File: src/rtl/sseg_scan_driver_if.sv
// Bundle of display-side control and scan outputs for sseg_scan_driver.
// master: the display-value register side; slave: the scan driver.
interface sseg_scan_driver_if #(
  parameter int unsigned NUM_DIGITS = 4
);
  localparam int unsigned IdxW = (NUM_DIGITS > 1) ? $clog2(NUM_DIGITS) : 1;

  logic                      enable;
  logic                      load;
  logic [4*NUM_DIGITS-1:0]   value;
  logic [NUM_DIGITS-1:0]     dp_in;
  logic [7:0]                cathode;
  logic [NUM_DIGITS-1:0]     anode;
  logic [IdxW-1:0]           digit_idx;
  logic                      frame_done;
  logic                      pending;

  modport master (
    output enable, load, value, dp_in,
    input  cathode, anode, digit_idx, frame_done, pending
  );

  modport slave (
    input  enable, load, value, dp_in,
    output cathode, anode, digit_idx, frame_done, pending
  );
endinterface

File: src/rtl/sseg_scan_driver.sv
// Time-multiplexed N-digit seven-segment scan driver with a double-buffered value.
// A load lands in the shadow buffer and is promoted to the active buffer only at a
// frame boundary, so a frame is never drawn from two different values.
// Optional build macro SSEG_LZ_BLANK_EN enables leading-zero blanking.
module sseg_scan_driver #(
  parameter int unsigned NUM_DIGITS   = 4,
  parameter int unsigned REFRESH_DIV  = 50000,
  parameter bit          ANODE_ACT_LO = 1'b1
) (
  input logic              clk,
  input logic              rst_n,
  sseg_scan_driver_if.slave bus
);
  localparam int unsigned IdxW = (NUM_DIGITS > 1) ? $clog2(NUM_DIGITS) : 1;
  localparam int unsigned CntW = $clog2(REFRESH_DIV);
  localparam logic [IdxW-1:0] LastIdx = IdxW'(NUM_DIGITS - 1);
  localparam logic [CntW-1:0] LastCnt = CntW'(REFRESH_DIV - 1);
  localparam logic [NUM_DIGITS-1:0] AnodeOff = ANODE_ACT_LO ? {NUM_DIGITS{1'b1}} : '0;

  logic [CntW-1:0]         cnt_q, cnt_d;
  logic [IdxW-1:0]         idx_q, idx_d;
  logic [4*NUM_DIGITS-1:0] sh_val_q, sh_val_d, act_val_q, act_val_d;
  logic [NUM_DIGITS-1:0]   sh_dp_q, sh_dp_d, act_dp_q, act_dp_d;
  logic                    pending_q, pending_d;
  logic [NUM_DIGITS-1:0]   anode_q, anode_d;
  logic [7:0]              cathode_q, cathode_d;

  logic                    wrap, boundary, blank;
  logic [3:0]              cur_nib;
  logic [NUM_DIGITS-1:0]   onehot;

  function automatic logic [6:0] seg7(input logic [3:0] h);
    case (h)
      4'h0: seg7 = 7'h3F;  4'h1: seg7 = 7'h06;  4'h2: seg7 = 7'h5B;  4'h3: seg7 = 7'h4F;
      4'h4: seg7 = 7'h66;  4'h5: seg7 = 7'h6D;  4'h6: seg7 = 7'h7D;  4'h7: seg7 = 7'h07;
      4'h8: seg7 = 7'h7F;  4'h9: seg7 = 7'h6F;  4'hA: seg7 = 7'h77;  4'hB: seg7 = 7'h7C;
      4'hC: seg7 = 7'h39;  4'hD: seg7 = 7'h5E;  4'hE: seg7 = 7'h79;  default: seg7 = 7'h71;
    endcase
  endfunction

  assign wrap     = (cnt_q == LastCnt);
  assign boundary = bus.enable && wrap && (idx_q == LastIdx);
  assign cur_nib  = act_val_q[4*idx_q +: 4];
  assign onehot   = NUM_DIGITS'(1) << idx_q;

`ifdef SSEG_LZ_BLANK_EN
  logic [IdxW-1:0] lz_msd;

  // Highest nonzero digit of the active buffer; digit 0 is always shown.
  always_comb begin
    lz_msd = '0;
    for (int d = 1; d < NUM_DIGITS; d++) begin
      if (act_val_q[4*d +: 4] != 4'h0) lz_msd = IdxW'(d);
    end
  end
  assign blank = (idx_q > lz_msd);
`else
  assign blank = 1'b0;
`endif

  // Refresh counter and digit slot; both held at 0 while disabled.
  always_comb begin
    cnt_d = cnt_q;
    idx_d = idx_q;
    if (!bus.enable) begin
      cnt_d = '0;
      idx_d = '0;
    end else if (wrap) begin
      cnt_d = '0;
      idx_d = (idx_q == LastIdx) ? '0 : idx_q + 1'b1;
    end else begin
      cnt_d = cnt_q + 1'b1;
    end
  end

  // Shadow/active buffers; a load on the boundary cycle goes straight to active.
  always_comb begin
    sh_val_d  = sh_val_q;
    sh_dp_d   = sh_dp_q;
    act_val_d = act_val_q;
    act_dp_d  = act_dp_q;
    pending_d = pending_q;
    if (bus.load) begin
      sh_val_d = bus.value;
      sh_dp_d  = bus.dp_in;
    end
    if (bus.load && boundary) begin
      act_val_d = bus.value;
      act_dp_d  = bus.dp_in;
      pending_d = 1'b0;
    end else if (bus.load) begin
      pending_d = 1'b1;
    end else if (boundary && pending_q) begin
      act_val_d = sh_val_q;
      act_dp_d  = sh_dp_q;
      pending_d = 1'b0;
    end
  end

  // Pin drive for the current slot, registered one clock behind digit_idx.
  always_comb begin
    anode_d   = AnodeOff;
    cathode_d = 8'h00;
    if (bus.enable && !blank) begin
      cathode_d = {act_dp_q[idx_q], seg7(cur_nib)};
      anode_d   = ANODE_ACT_LO ? ~onehot : onehot;
    end
  end

  // State registers.
  always_ff @(posedge clk or negedge rst_n) begin
    if (!rst_n) begin
      cnt_q     <= '0;
      idx_q     <= '0;
      sh_val_q  <= '0;
      sh_dp_q   <= '0;
      act_val_q <= '0;
      act_dp_q  <= '0;
      pending_q <= 1'b0;
      anode_q   <= AnodeOff;
      cathode_q <= 8'h00;
    end else begin
      cnt_q     <= cnt_d;
      idx_q     <= idx_d;
      sh_val_q  <= sh_val_d;
      sh_dp_q   <= sh_dp_d;
      act_val_q <= act_val_d;
      act_dp_q  <= act_dp_d;
      pending_q <= pending_d;
      anode_q   <= anode_d;
      cathode_q <= cathode_d;
    end
  end

  assign bus.cathode    = cathode_q;
  assign bus.anode      = anode_q;
  assign bus.digit_idx  = idx_q;
  assign bus.frame_done = boundary;
  assign bus.pending    = pending_q;
endmodule
File: src/flat_wrapper.sv
// flat-port wrapper written by rule: the top's interface ports become plain ports
module sseg_scan_driver_flat 
#(
  parameter int unsigned NUM_DIGITS   = 4,
  parameter int unsigned REFRESH_DIV  = 50000,
  parameter bit          ANODE_ACT_LO = 1'b1
)
  (clk, rst_n, bus_enable, bus_load, bus_value, bus_dp_in, bus_cathode, bus_anode, bus_digit_idx, bus_frame_done, bus_pending);
  sseg_scan_driver_if #(.NUM_DIGITS(NUM_DIGITS)) bus_i ();
  input logic clk;
  input logic rst_n;
  input wire logic [$bits(bus_i.enable)-1:0] bus_enable;
  input wire logic [$bits(bus_i.load)-1:0] bus_load;
  input wire logic [$bits(bus_i.value)-1:0] bus_value;
  input wire logic [$bits(bus_i.dp_in)-1:0] bus_dp_in;
  output wire logic [$bits(bus_i.cathode)-1:0] bus_cathode;
  output wire logic [$bits(bus_i.anode)-1:0] bus_anode;
  output wire logic [$bits(bus_i.digit_idx)-1:0] bus_digit_idx;
  output wire logic [$bits(bus_i.frame_done)-1:0] bus_frame_done;
  output wire logic [$bits(bus_i.pending)-1:0] bus_pending;
  assign bus_i.enable = bus_enable;
  assign bus_i.load = bus_load;
  assign bus_i.value = bus_value;
  assign bus_i.dp_in = bus_dp_in;
  assign bus_cathode = bus_i.cathode;
  assign bus_anode = bus_i.anode;
  assign bus_digit_idx = bus_i.digit_idx;
  assign bus_frame_done = bus_i.frame_done;
  assign bus_pending = bus_i.pending;
  sseg_scan_driver #(.NUM_DIGITS(NUM_DIGITS), .REFRESH_DIV(REFRESH_DIV), .ANODE_ACT_LO(ANODE_ACT_LO)) u_core (.clk(clk), .rst_n(rst_n), .bus(bus_i));
endmodule
File: config.mk
export PLATFORM = sky130hd
export DESIGN_NAME = sseg_scan_driver_flat
export DESIGN_NICKNAME = d
export VERILOG_FILES = /design/src/rtl/sseg_scan_driver_if.sv /design/src/rtl/sseg_scan_driver.sv /design/src/flat_wrapper.sv
export SDC_FILE = /design/constraint.sdc
export NUM_CORES = 1
export LEC_CHECK = 0
export CORE_ASPECT_RATIO = 1.2
export CORE_MARGIN = 5
export CORE_UTILIZATION = 56
export CTS_CLUSTER_SIZE = 24
export DETAILED_ROUTE_END_ITERATION = 10
export PLACE_DENSITY = 0.8
export SKIP_CTS_REPAIR_TIMING = 1
export SLEW_MARGIN = 25
export SYNTH_ARGS = -nofsm -noshare
export SYNTH_HDL_FRONTEND = slang
export SYNTH_SLANG_ARGS = --single-unit
export TNS_END_PERCENT = 5
File: constraint.sdc
create_clock -name clk -period 2 [get_ports clk]
set_input_delay 0.4 -clock clk [delete_from_list [all_inputs] [get_ports clk]]
set_output_delay 0.4 -clock clk [all_outputs]
set_load 0.02 [all_outputs]
==> results.json <==
{
  "dpl_cell_area_um2": 4099,
  "arrival_ps": 1560,
  "die_h_um": 95.27,
  "antenna_left": 0,
  "yosysSeqAreaShare_pct": 52.51,
  "worstReg2RegStart": "u_core.bus.digit_idx[0]$_DFFE_PN0P_",
  "crit_start": "u_core.cnt_q[4]$_DFF_PN0_",
  "cts_max_path_buffers": 2,
  "tightest_slew_ps": 595.4,
  "synth_top_area_cell": "dfrtp_1",
  "drcViolationCount": 0,
  "grt_overflow": 0,
  "dieArea_um2": 7723,
  "yosysWarnings": 0,
  "outcome": "finished clean",
  "async_flop_share_pct": 100.0,
  "grt_max_degree": 72,
  "numCtsBuffers": 9,
  "synth_edf_count": 0,
  "period_minus_slack_ps": 1963,
  "p_leak_nw": 1.850,
  "ioPinCount": 40,
  "worst-setup-path-type": "flop to primary output",
  "start_util_pct": 56.81,
  "hold_viol": 0,
  "drive_gt1_share_pct": 29.63,
  "hp-class": "primary input to async pin",
  "grt_pass1_vias": 2351,
  "nFillCells": 429,
  "ys_types": 46,
  "cts.reportedPaths.clkPinSlew_ps": 70,
  "fin_area_um2": 4328,
  "num_vias": 2326,
  "syn-num-nets": 310,
  "setup_viol": 0,
  "clkLatencyLatePin_ps": 340,
  "cp_data_required_time_ps": 1600,
  "powerDensity_nw_per_um2": 662.3,
  "core_area_um2": 5973,
  "tritoncts": "yes",
  "cap_viol_max_count": 0,
  "rows": 31,
  "drt_iter0_markers": 97,
  "antenna_found_initial": 0,
  "reg2regPathDepth": 7,
  "drt_pre_antenna_iters": 4,
  "syn_to_final_growth_pct": 27.54,
  "via_per_inst": 5.372,
  "place.gp.congestion": 0.7923,
  "slew_viol_final": 0,
  "synthFlopType": "dfrtp_1",
  "fmax_mhz": 509.4,
  "die_width_um": 81.06,
  "yosys-top-cells-area": "dfrtp_1 49%, mux2_2 9.3%, ha_1 4.1%",
  "startpoint_type": "flop",
  "multi_input_area_um2": 1515,
  "wl_um": 6509,
  "slew-limit-headroom_pct": 60.23,
  "syn_area_um2": 3393,
  "htreeDepth": 3,
  "synth_common_cells": "67 x dfrtp_1, 28 x mux2_2, 19 x nor2_1",
  "post-route-period-util_pct": 98.15,
  "irDropWorstVdd_uv": 498.1,
  "regArea_um2": 1783,
  "fin_worst_skew_ps": 11.30,
  "nNetsFinal": 381,
  "critPathCaptureType": "primary output",
  "hpwl_um": 4536,
  "root_buffer": "clkbuf_8",
  "synth_most_common_cell": "dfrtp_1",
  "r2r_setup_slack_ps": 70,
  "synth_cells": 275,
  "avgRoutedWirePerCell_um": 15.03,
  "rsz0062_at_grt": "yes",
  "reg2reg_to": "u_core.bus.cathode[1]$_DFF_PN0_",
  "syn_avg_cell_area_um2": 12.34,
  "yosys_register_bits": 71,
  "crit_fanout": 2,
  "clock_sinks": 71,
  "grt_pass1_wl_um": 11020,
  "synth_top_area_share_pct": 49.41,
  "track_usage_pct": 18.79,
  "port_buffers": 39,
  "post-route-util_pct": 72.46,
  "total_power_mw": 2.866,
  "diodes": 0
}
==> registers in the layout, summed over array words and instances, names as in the netlist <==
name	count
u_core.bus.digit_idx	2
u_core.act_val_q	16
u_core.cnt_q	16
u_core.sh_val_q	16
u_core.bus.cathode	8
u_core.sh_dp_q	4
u_core.bus.pending	1
u_core.bus.anode	4
u_core.act_dp_q	4
==> cell usage in the layout (no fill, tap or decap), types with 3 or more instances in the layout <==
master	count
inv_1	9
and2_1	3
nand3b_1	3
xor2_1	3
inv_2	3
clkdlybuf4s50_1	37
ha_1	10
nor2_1	19
nor4_1	6
mux4_2	5
clkbuf_8	10
o2bb2ai_1	9
dfstp_2	4
mux2i_1	4
nand2b_1	4
buf_4	31
buf_12	3
mux2_2	28
xnor2_1	9
nand2_1	11
clkbuf_1	3
nor2b_1	4
nand4_1	3
o32ai_1	3
dfrtp_1	66
nand3_1	6
a21oi_1	7
a22oi_1	9
a211oi_1	5
==> power breakdown <==
group          switching, mW  total, mW  leakage [nW]  internal (mW)
clock network          0.515       1.13        0.0936          0.610
registers             0.0201       1.51         0.909           1.49
logic                  0.105      0.232         0.847          0.127
==> through the flow <==
stage | TNS (ps) | cells | worst slack [ps] | hold WS (ps)
3_3_place_gp | -586.4 | 416 | -202.1 | 447.5
4_1_cts | -643.4 | 432 | -472.6 | 72.99
5_1_grt | -122.9 | 433 | -64.54 | 88.84
6_report | 0 | 433 | 37.06 | 70.41
3_5_place_dp | -724.8 | 416 | -183.2 | 448.3
2_1_floorplan | 0 | 275 | 9.836 | 104.4
==> layer usage <==
| metal | wire (µm) | track usage (%) |
|---|---|---|
| met5 | 0 | 0 |
| met3 | 299 | 4.537 |
| met1 | 2862 | 24.64 |
| met4 | 112 | 7.606 |
| met2 | 3234 | 30.00 |
==> cells by family after synthesis <==
logic type,count (synthesis),share of synthesized area (%)
flops,71,52.51
compound gates,45,10.21
simple gates,73,12.79
mux,37,13.79
xor+xnor,12,3.098
buf+inv,26,3.540
fa+ha+maj,11,4.056
==> worst max path at each step <==
stage / slack [ps] / cells past startpoint / to
6_report: 40 / 5 / bus_frame_done
5_1_grt: -60 / 5 / bus_frame_done
4_1_cts: -470 / 5 / bus_frame_done
3_5_place_dp: -180 / 5 / bus_frame_done
3_3_place_gp: -200 / 5 / bus_frame_done
2_1_floorplan: 10 / 7 / u_core.bus.cathode[0]$_DFF_PN0_
==> area by class of cell <==
cell class	count	area share, %
Multi-Input combinational cell	178	35.01
Timing Repair Buffer	74	15.96
Clock buffer	13	3.440
Tap cell	82	2.371
Sequential cell	71	41.20
Clock inverter	3	0.9829
Inverter	12	1.041
==> worst max-delay path, stage by stage, from the launching register on <==
cell and delay (ps):
dfrtp_1 380, and4bb_2 340, and4b_2 260, nand2_2 80
inv_2 60, buf_6 110
Note: power is estimated with default switching activity, not from simulation.
